### config.mk
export PLATFORM = sky130hd
export DESIGN_NAME = osd_mam_burst_splitter
export DESIGN_NICKNAME = d
export VERILOG_FILES = /design/src/rtl/osd_mam_burst_splitter.sv
export SDC_FILE = /design/constraint.sdc
export NUM_CORES = 1
export LEC_CHECK = 0
export BUFFER_PORTS_ARGS = -buffer_cell sky130_fd_sc_hd__buf_2
export CORE_ASPECT_RATIO = 1.75
export CORE_MARGIN = 10
export CORE_UTILIZATION = 54
export DETAILED_ROUTE_END_ITERATION = 16
export PLACE_DENSITY = 0.9
export SETUP_SLACK_MARGIN = 0.05
export SKIP_LAST_GASP = 1
export SYNTH_ARGS = -nofsm -noshare
export SYNTH_HDL_FRONTEND = slang
export SYNTH_SLANG_ARGS = --single-unit
### constraint.sdc
create_clock -name clk -period 5.9 [get_ports clk]
set_input_delay 0.59 -clock clk [delete_from_list [all_inputs] [get_ports clk]]
set_output_delay 0.59 -clock clk [all_outputs]
set_load 0.02 [all_outputs]
### src/rtl/osd_mam_burst_splitter.sv
// Splits upstream memory requests into downstream bursts of at most MAX_BURST beats that never cross a BOUNDARY-byte line.
// Data beats pass straight through combinationally; one sub-request is outstanding at a time.
module osd_mam_burst_splitter #(
  parameter int DATA_WIDTH = 16,
  parameter int ADDR_WIDTH = 32,
  parameter int MAX_BURST  = 16,
  parameter int BOUNDARY   = 4096
) (
  input  logic                    clk,
  input  logic                    rst_n,

  input  logic                    req_valid,
  output logic                    req_ready,
  input  logic                    req_rw,
  input  logic [ADDR_WIDTH-1:0]   req_addr,
  input  logic                    req_burst,
  input  logic [13:0]             req_beats,

  input  logic                    write_valid,
  input  logic [DATA_WIDTH-1:0]   write_data,
  input  logic [DATA_WIDTH/8-1:0] write_strb,
  output logic                    write_ready,

  output logic                    read_valid,
  output logic [DATA_WIDTH-1:0]   read_data,
  input  logic                    read_ready,

  output logic                    mem_req_valid,
  input  logic                    mem_req_ready,
  output logic                    mem_req_rw,
  output logic [ADDR_WIDTH-1:0]   mem_req_addr,
  output logic                    mem_req_burst,
  output logic [13:0]             mem_req_beats,

  output logic                    mem_write_valid,
  output logic [DATA_WIDTH-1:0]   mem_write_data,
  output logic [DATA_WIDTH/8-1:0] mem_write_strb,
  input  logic                    mem_write_ready,

  input  logic                    mem_read_valid,
  input  logic [DATA_WIDTH-1:0]   mem_read_data,
  output logic                    mem_read_ready,

  output logic                    busy
);

  localparam int BPB = DATA_WIDTH / 8;
  localparam int OFF = $clog2(BPB);
  localparam int BW  = $clog2(BOUNDARY);
  localparam logic [ADDR_WIDTH-1:0] ALIGN_MASK = ~ADDR_WIDTH'(BPB - 1);

  typedef enum logic [1:0] {IDLE, ISSUE, DATA} state_t;

  state_t                  state, state_nxt;
  logic [ADDR_WIDTH-1:0]   addr_q;
  logic [13:0]             remaining_q;
  logic [13:0]             chunk_q;
  logic [13:0]             beat_cnt_q;
  logic                    rw_q;
  logic                    burst_q;

  logic [ADDR_WIDTH-1:0]   load_addr;
  logic [13:0]             load_rem;
  logic [ADDR_WIDTH-1:0]   addr_adv;
  logic [13:0]             rem_left;
  logic                    beat_hs;
  logic                    last_beat;

  // Beats available before the boundary, given the beat index within the boundary window.
  function automatic logic [13:0] chunk_of(input logic [BW-OFF-1:0] idx, input logic [13:0] rem);
    logic [31:0] room;
    logic [31:0] c;
    room = 32'(BOUNDARY >> OFF) - 32'(idx);
    c    = 32'(rem);
    if (c > 32'(MAX_BURST)) c = 32'(MAX_BURST);
    if (c > room)           c = room;
    return 14'(c);
  endfunction

  // Single transfers keep their byte address; bursts are beat-aligned.
  assign load_addr = req_burst ? (req_addr & ALIGN_MASK) : req_addr;
  assign load_rem  = req_burst ? req_beats : 14'd1;
  assign addr_adv  = addr_q + (ADDR_WIDTH'(chunk_q) << OFF);
  assign rem_left  = remaining_q - chunk_q;

  assign beat_hs   = (state == DATA) &&
                     (rw_q ? (write_valid && mem_write_ready) : (mem_read_valid && read_ready));
  assign last_beat = beat_hs && (beat_cnt_q == 14'd1);

  assign mem_req_rw     = rw_q;
  assign mem_req_addr   = addr_q;
  assign mem_req_burst  = burst_q;
  assign mem_req_beats  = chunk_q;
  assign mem_write_data = write_data;
  assign mem_write_strb = write_strb;
  assign read_data      = mem_read_data;

  always_ff @(posedge clk or negedge rst_n) begin
    if (!rst_n) state <= IDLE;
    else        state <= state_nxt;
  end

  always_comb begin
    state_nxt       = state;
    req_ready       = 1'b0;
    mem_req_valid   = 1'b0;
    busy            = 1'b0;
    mem_write_valid = 1'b0;
    write_ready     = 1'b0;
    read_valid      = 1'b0;
    mem_read_ready  = 1'b0;
    case (state)
      IDLE: begin
        req_ready = rst_n;
        // A zero-length burst is consumed here without leaving IDLE.
        if (rst_n && req_valid && !(req_burst && req_beats == 14'd0))
          state_nxt = ISSUE;
      end
      ISSUE: begin
        busy          = 1'b1;
        mem_req_valid = 1'b1;
        if (mem_req_ready) state_nxt = DATA;
      end
      DATA: begin
        busy = 1'b1;
        if (rw_q) begin
          mem_write_valid = write_valid;
          write_ready     = mem_write_ready;
        end else begin
          read_valid      = mem_read_valid;
          mem_read_ready  = read_ready;
        end
        if (last_beat) state_nxt = (rem_left == 14'd0) ? IDLE : ISSUE;
      end
      default: state_nxt = IDLE;
    endcase
  end

  always_ff @(posedge clk or negedge rst_n) begin
    if (!rst_n) begin
      addr_q      <= '0;
      remaining_q <= '0;
      chunk_q     <= '0;
      beat_cnt_q  <= '0;
      rw_q        <= 1'b0;
      burst_q     <= 1'b0;
    end else begin
      case (state)
        IDLE: begin
          if (req_valid) begin
            rw_q        <= req_rw;
            burst_q     <= req_burst;
            addr_q      <= load_addr;
            remaining_q <= load_rem;
            chunk_q     <= chunk_of(load_addr[BW-1:OFF], load_rem);
          end
        end
        ISSUE: begin
          if (mem_req_ready) beat_cnt_q <= chunk_q;
        end
        DATA: begin
          if (beat_hs) beat_cnt_q <= beat_cnt_q - 14'd1;
          if (last_beat) begin
            addr_q      <= addr_adv;
            remaining_q <= rem_left;
            chunk_q     <= chunk_of(addr_adv[BW-1:OFF], rem_left);
          end
        end
        default: ;
      endcase
    end
  end

endmodule

==> results of run 1 <==
[metrics by stage]
stage | worst slack (ns) | instances | util, %
floorplan | 1.59 | 858 | -
global placement | 1.22 | 1077 | 58.4
detailed placement | 1.11 | 1077 | 58.4
CTS | 1.06 | 1093 | 61.0
global route | 0.650 | 1093 | 61.0
finish | 0.993 | 1093 | 61.0
[sequential cells by signal, indices dropped and copies added (netlist names)]
name           flops
beat_cnt_q        14
state              2
remaining_q       14
mem_req_beats     14
mem_req_burst      1
mem_req_rw         1
mem_req_addr      32
[power breakdown]
| group | leakage (nW) | switching [mW] | internal (mW) |
|---|---|---|---|
| logic | 2.56 | 2.46 | 1.45 |
| registers | 0.942 | 0.321 | 0.805 |
| clock network | 0.158 | 0.253 | 0.377 |
[metal layers]
metal,vias to the layer above,track usage [%]
li1,3223,-
met1,3269,24.0
met2,322,41.7
met3,137,3.95
met4,0,20.6
met5,-,0
[cells in the final DEF, fill, tap and decap left out, types with 17 or more instances in the layout]
master	count
o22ai_1	28
xnor2_1	19
ha_1	58
inv_1	38
nand4_1	17
a21o_1	19
o21ai_0	48
nand2_1	75
buf_2	109
mux2i_1	30
a21oi_1	74
nand3_1	34
nor2_1	49
dfrtp_1	78
[cell type report]
cell class / count / area, µm²
fillers: 1117 / 4990
repair buffers: 115 / 591
multi-input cells: 675 / 4580
well taps: 171 / 214
flip-flops and latches: 78 / 1950
clock inverters: 7 / 105
clock buffers: 9 / 225
inverters: 38 / 143
[how the worst max path moves through the flow]
stage                  endpoint  cells past startpoint             start  slack, ns
2_1_floorplan  mem_req_beats[1]                     19  mem_req_beats[6]       1.59
3_3_place_gp   mem_req_beats[1]                     19  mem_req_beats[6]       1.22
3_5_place_dp   mem_req_beats[1]                     19  mem_req_beats[0]       1.11
4_1_cts        mem_req_beats[1]                     19  mem_req_beats[0]       1.06
5_1_grt        mem_req_beats[1]                     19  mem_req_beats[0]       0.65
6_report       mem_req_beats[1]                     19  mem_req_beats[0]       0.99
[worst register-to-register path: cells and delay by family (launching register included)]
kind / cells / cell delay [ns]
AND/OR/NAND/NOR: 5 / 0.71
flip-flops: 1 / 0.45
AO/OA/AOI/OAI: 11 / 2.70
adder cells (fa/ha/maj): 3 / 0.90
[kinds of logic (layout without fill, tap and decap cells)]
group           Yosys count  count (layout)  synth area share [%]
mux                      34              34                  4.93
other cells               1              14                0.0535
flops                    78              78                  27.9
xor+xnor                 36              36                  4.71
simple gates            269             269                  19.7
buf+inv                 105             169                  7.57
compound gates          261             261                  24.1
fa+ha+maj                61              61                  11.1
==> out/results.txt, run 1 <==
Tot Pwr -> 5.66 mW
Met3 routed WL -> 1410 µm
CTS H-Tree Depth -> 3
Clock sinks -> 78
CTS tree -> built
Static Leak -> 3.66 nW
DR vias/cell -> 6.36
Setup_tns -> 0 ns
R2R Path End -> mem_req_beats[1]
CTS Buf Count -> 9
Initial antenna violation count -> 0
Iter 0 DRT Violations -> 536
Port bufs -> 110
Post-route DRC -> 0
Nets@finish -> 1068
Hold_ws -> 0.200 ns
R2R cell count -> 19
Router iterations before antenna repair -> 5
Ratio of cells with drive above 1 in the final layout -> 16.5%
Worst EP required -> 6.12 ns
Main area contributors after synthesis -> dfrtp_1, ha_1, a21oi_1, mux2i_1, nand2_1
First-pass GRT wire length -> 35200 µm
GR Util All Layers -> 23.9%
Clock Skews -> 0.00910 ns
MaxCap Viol Count -> 0
DIE AREA -> 0.0181 mm²
WL met2 -> 11200 µm
# resized after CTS -> 0
Critical Path AT -> 5.12 ns
IO Pins -> 179
Dpl hpwl -> 17000 µm
Clk buf depth -> 2
Post-synth EDFFs -> 0
Largest net degree at the start of global routing -> 63
Drt total wl -> 22100 µm
Global route overflow -> 0
CP Max Fanout -> 10
Slowest CP cell -> o211ai_1
Final hold vios -> 0
Number of global-route vias before repair -> 6909
Mapped Area -> 0.00701 mm²
Post-route cell area -> 0.00781 mm²
Worst min path class -> in -> async
Wirelength per Cell -> 20.2 µm
Clock Latency Late Sink -> 0.35 ns
Root buf cell -> clkbuf_16
Max Fclk -> 204 MHz
Most used DFF post-synth -> dfrtp_1
RSZ-0062 raised after global routing -> no
Core ar. -> 0.0128 mm²
Die W -> 106 µm
VDD IR max -> 0.280 mV
Share of async-settable or async-resettable flops after synthesis -> 100%
Initial Util -> 54.7%
Power density cells -> 725 mW/mm²
Worst-Margin Slew -> 1.09 ns
Largest delay share family, worst path -> compound AO/OA/AOI/OAI gates
Setup slack, reg-to-reg -> 0.99 ns
Period minus WS final -> 4.91 ns
Relative slew margins -> 27.3%
Leading area contributor after synthesis -> dfrtp_1
Outcome -> finished clean
ANT cells -> 0
RePlAce Congestion -> 0.978
Number of synthesized register bits -> 78
Hold bufs inserted after CTS -> 0
Synth warnings -> 0
Tcrit/Tclk final -> 83.2%
Die H -> 171 µm
Crit. End Element -> flip-flop
Synth Area per Inst -> 8.29 µm²
CP bufs+invs -> 0
Post-CTS Setup Inserts -> 0
DR top layer -> met4
Mapped Cells -> 845
Slew Limit Fails -> 0
Post-synth top area share -> 27.9%
Via count of the routed design -> 6951
Count of different cell masters after synthesis -> 73
Register clock-pin slew on the reported worst setup and hold paths -> 0.07 ns
M1 WL -> 7560 µm
WS Path Type -> reg -> reg
Top-count cell post-synth -> dfrtp_1
Post-synthesis sequential area ratio -> 27.9%
Crit start category -> flip-flop
Most frequent cells after synthesis -> dfrtp_1, a21oi_1, nand2_1
ANT nets after route -> 0
Worst flop-to-flop path startpoint -> mem_req_beats[0]
Row cnt -> 55
Max incr delay on CP -> 0.67 ns
Setup-failing EPs final -> 0
Placed Area -> 0.00748 mm²
Layout area overhead -> 11.5%
Critical Path, Cell by Cell -> ha_1 -> fa_1 -> nor2b_1 -> o2111ai_1 -> a31oi_1 -> a221oi_1 -> o21ai_1 -> nand3_1 -> a2111o_1 -> nor2_1 -> ha_1 -> nor2b_1 -> o21a_1 -> o21ai_0 -> a21oi_1 -> o211ai_1 -> nor3_1 -> a221oi_1 -> o31ai_1
No activity file was read; power rests on OpenSTA's default activity.
==> inputs of run 2 (changes only) <==
--- a/config.mk
+++ b/config.mk
@@ -5,12 +5,13 @@
 export SDC_FILE = /design/constraint.sdc
 export NUM_CORES = 1
 export LEC_CHECK = 0
+export ABC_AREA = 1
 export BUFFER_PORTS_ARGS = -buffer_cell sky130_fd_sc_hd__buf_2
 export CORE_ASPECT_RATIO = 1.75
 export CORE_MARGIN = 10
 export CORE_UTILIZATION = 54
 export DETAILED_ROUTE_END_ITERATION = 16
-export PLACE_DENSITY = 0.9
+export PLACE_DENSITY = 0.89
 export SETUP_SLACK_MARGIN = 0.05
 export SKIP_LAST_GASP = 1
 export SYNTH_ARGS = -nofsm -noshare
==> constraint.sdc (replaced) <==
create_clock -name clk -period 5 [get_ports clk]
set_input_delay 0.5 -clock clk [delete_from_list [all_inputs] [get_ports clk]]
set_output_delay 0.5 -clock clk [all_outputs]
set_load 0.02 [all_outputs]
==> out/results.txt, run 2 <==
Post-route cell area -> 0.00867 mm² (was 0.00781 mm²)
Power density cells -> 823 mW/mm² (was 725 mW/mm²)
First-pass GRT wire length -> 38600 µm (was 35200 µm)
WS Path Type -> reg -> reg (unchanged)
Mux cell area share after synthesis -> 0.142% (was 4.93%)
Drt total wl -> 23500 µm (was 22100 µm)
Via count of the routed design -> 8283 (was 6951)
Static Leak -> 4.53 nW (was 3.66 nW)
Worst-Margin Slew -> 1.09 ns (about the same)
Die W -> 111 µm (was 106 µm)
Synth warnings -> 0 (unchanged)
Mapped Cells -> 1204 (was 845)
Nets@finish -> 1427 (was 1068)
Iter 0 DRT Violations -> 562 (was 536)
Worst EP required -> 5.26 ns (was 6.12 ns)
Setup-failing EPs final -> 0 (unchanged)
Slowest CP cell -> fa_1 (was o211ai_1)
Wirelength per Cell -> 16.1 µm (was 20.2 µm)
Compound-gate portion of the synthesized area -> 13.7% (was 24.1%)
Top-count cell post-synth -> nand2_1 (was dfrtp_1)
Clock sinks -> 78 (unchanged)
Synth Area in Simple Gates -> 35.3% (was 19.7%)
Count of different cell masters after synthesis -> 57 (was 73)
Post-route DRC -> 0 (unchanged)
Adder-Cell Fraction of Synth Area -> 9.85% (was 11.1%)
Slew Limit Fails -> 0 (unchanged)
MaxCap Viol Count -> 0 (unchanged)
RSZ-0062 raised after global routing -> no (unchanged)
Most frequent cells in the layout -> nand2_1, inv_1, nor2_1 (was buf_2, dfrtp_1, nand2_1)
Hold bufs inserted after CTS -> 0 (unchanged)
Synth Area per Inst -> 6.56 µm² (was 8.29 µm²)
Most frequent cells after synthesis -> nand2_1, inv_1, nor2_1 (was dfrtp_1, a21oi_1, nand2_1)
Tcrit/Tclk final -> 79.5% (was 83.2%)
Largest delay share family, worst path -> simple AND/OR/NAND/NOR gates (was compound AO/OA/AOI/OAI gates)
CP Max Fanout -> 5 (was 10)
GR Util All Layers -> 22.8% (was 23.9%)
Layout area overhead -> 9.66% (was 11.5%)
Relative slew margins -> 27.4% (was 27.3%)
Period minus WS final -> 3.98 ns (was 4.91 ns)
Port bufs -> 110 (unchanged)
Global route overflow -> 0 (unchanged)
Flip-flop count of the largest register after layout -> 32 (unchanged)
ANT cells -> 0 (unchanged)
Initial antenna violation count -> 0 (unchanged)
Initial Util -> 55.0% (was 54.7%)
Post-synth top area share -> 24.7% (was 27.9%)
Share of async-settable or async-resettable flops after synthesis -> 100% (unchanged)
Die H -> 180 µm (was 171 µm)
Worst min path class -> in -> async (unchanged)
Met2 GRT Util -> 40.4% (was 41.7%)
Number of synthesized register bits -> 78 (unchanged)
Setup_tns -> 0 ns (unchanged)
Max incr delay on CP -> 0.50 ns (was 0.67 ns)
Router iterations before antenna repair -> 6 (was 5)
Register clock-pin slew on the reported worst setup and hold paths -> 0.06 ns (was 0.07 ns)
DIE AREA -> 0.0201 mm² (was 0.0181 mm²)
Final Non-Filler Cells -> 1459 (was 1093)
Leading area contributor after synthesis -> dfrtp_1 (unchanged)
XOR/XNOR Fraction of Synth Area -> 3.01% (was 4.71%)
Placed cells -> 1445 (was 1077)
Clk buf depth -> 2 (unchanged)
Met3 Resource Use GR -> 5.17% (was 3.95%)
Layout fillers -> 1329 (was 1117)
Outcome -> finished clean (unchanged)
Post-synth EDFFs -> 0 (unchanged)
CTS Buf Count -> 9 (unchanged)
IO Pins -> 179 (unchanged)
DR vias/cell -> 5.68 (was 6.36)
Placed Area -> 0.00834 mm² (was 0.00748 mm²)
Post-CTS Setup Inserts -> 0 (unchanged)
Core ar. -> 0.0144 mm² (was 0.0128 mm²)
Crit start category -> flip-flop (unchanged)
Row cnt -> 58 (was 55)
Ratio of cells with drive above 1 in the final layout -> 15.9% (was 16.5%)
FF/Latch Area -> 0.00195 mm² (unchanged)
Critical Path, Cell by Cell -> ha_1 -> fa_1 -> inv_1 -> ha_1 -> inv_1 -> nor2_1 -> nand3_1 -> nor2_2 -> nand3_4 -> nor2_4 -> nand2_1 -> nand2_1 -> nand2_1 -> ha_1 -> nand2_1 -> nor2_1 -> nor2b_1 -> nand2_1 -> nand3_1 -> a21oi_1 -> nand4_1 -> a21oi_1 (was ha_1 -> fa_1 -> nor2b_1 -> o2111ai_1 -> a31oi_1 -> a221oi_1 -> o21ai_1 -> nand3_1 -> a2111o_1 -> nor2_1 -> ha_1 -> nor2b_1 -> o21a_1 -> o21ai_0 -> a21oi_1 -> o211ai_1 -> nor3_1 -> a221oi_1 -> o31ai_1)
Mapped Area -> 0.00790 mm² (was 0.00701 mm²)
Final hold vios -> 0 (unchanged)
Root buf cell -> clkbuf_16 (unchanged)
Multi-input gate area -> 0.00496 mm² (was 0.00458 mm²)
RePlAce Congestion -> 0.937 (was 0.978)
CTS H-Tree Depth -> 3 (unchanged)
Post-synthesis sequential area ratio -> 24.7% (was 27.9%)
Critical Path AT -> 4.24 ns (was 5.12 ns)
Clock Skews -> 0.00840 ns (was 0.00910 ns)
Worst path most repeated cell -> nand2_1
Commonest non-fill, non-tap cell in the layout -> nand2_1 (was buf_2)
Setup slack, reg-to-reg -> 1.02 ns (was 0.99 ns)
Dpl hpwl -> 17900 µm (was 17000 µm)
Grt peak-use layer -> met2 (unchanged)
CTS tree -> built (unchanged)
Number of global-route vias before repair -> 8421 (was 6909)
Crit. End Element -> flip-flop (unchanged)
CP bufs+invs -> 2 (was 0)
ANT nets after route -> 0 (unchanged)
# resized after CTS -> 0 (unchanged)
Max Fclk -> 251 MHz (was 204 MHz)
Clock Latency Late Sink -> 0.34 ns (was 0.35 ns)
Largest net degree at the start of global routing -> 81 (was 63)
VDD IR max -> 0.499 mV (was 0.280 mV)
Main area contributors after synthesis -> dfrtp_1, nand2_1, ha_1, inv_1, nor2_1 (was dfrtp_1, ha_1, a21oi_1, mux2i_1, nand2_1)
Most used DFF post-synth -> dfrtp_1 (unchanged)
Largest family of logic cells by synthesized area -> simple AND/OR/NAND/NOR gates (was compound AO/OA/AOI/OAI gates)
M1 GR Usage -> 23.5% (was 24.0%)
==> run 2: changes by cell type in the layout (fill, tap and decap cells not counted), moves of 12 or more <==
cell | previous run | this run
nor2_1 | 49 | 118
nand3_1 | 34 | 80
nand2_1 | 75 | 301
mux2i_1 | 30 | 0
nand2_2 | 1 | 23
a21o_1 | 19 | 0
and3_1 | 13 | 1
inv_1 | 38 | 154
o21ai_0 | 48 | 66
o22ai_1 | 28 | 6
==> run 2: kinds of logic after synthesis <==
logic type,after synthesis
xor gates and xnor gates,25
muxes,1
adders and majority gates,61
DFF,78
buffers and inverters,233
and+or+nand+nor,611
other,1
AOI/OAI and AO/OA,194
==> run 2: per-stage QoR <==
step | utilization [%] | hold slack [ns] | setup slack (ns) | total power, mW
floorplan | - | 0.204 | 1.51 | 5.12
global placement | 58.1 | 0.468 | 1.30 | 6.13
detailed placement | 58.1 | 0.479 | 1.14 | 6.26
CTS | 60.3 | 0.387 | 1.07 | 7.06
global route | 60.3 | 0.423 | 0.711 | 7.79
finish | 60.3 | 0.334 | 1.02 | 7.13
==> run 2: area by class of cell <==
| class | instances | share of cell area [%] |
|---|---|---|
| Multi-Input combinational cell | 906 | 57.2 |
| Sequential cell | 78 | 22.5 |
| Inverter | 168 | 7.28 |
| Tap cell | 180 | 2.60 |
| Timing Repair Buffer | 113 | 6.64 |
| Clock buffer | 9 | 2.60 |
| Clock inverter | 5 | 1.15 |
==> run 2: report_power, final <==
part	internal, mW	switching [mW]	leakage [nW]
Combinational	1.67	3.42	3.43
Sequential	0.943	0.349	0.931
Clock	0.481	0.269	0.161
==> run 2: routing by layer <==
layer | up-vias | routed length (µm) | part of all wire (%)
met5 | - | 0 | 0
met2 | 365 | 11700 | 50
met3 | 125 | 1560 | 6.7
met4 | 0 | 1330 | 5.7
met1 | 3795 | 8830 | 38
li1 | 3998 | - | -
==> run 2: path summary, 6_finish.rpt <==
path,from,end,cells after the start
setup / recovery,mem_req_beats[0],mem_req_beats[1],22
hold / removal,rst_n,mem_req_addr[10],1
setup reg to reg,mem_req_beats[0],mem_req_beats[1],22
hold reg to reg,remaining_q[5],remaining_q[5],2
max in group asynchronous,rst_n,mem_req_beats[4],1
min in group clk,req_rw,mem_req_rw,3
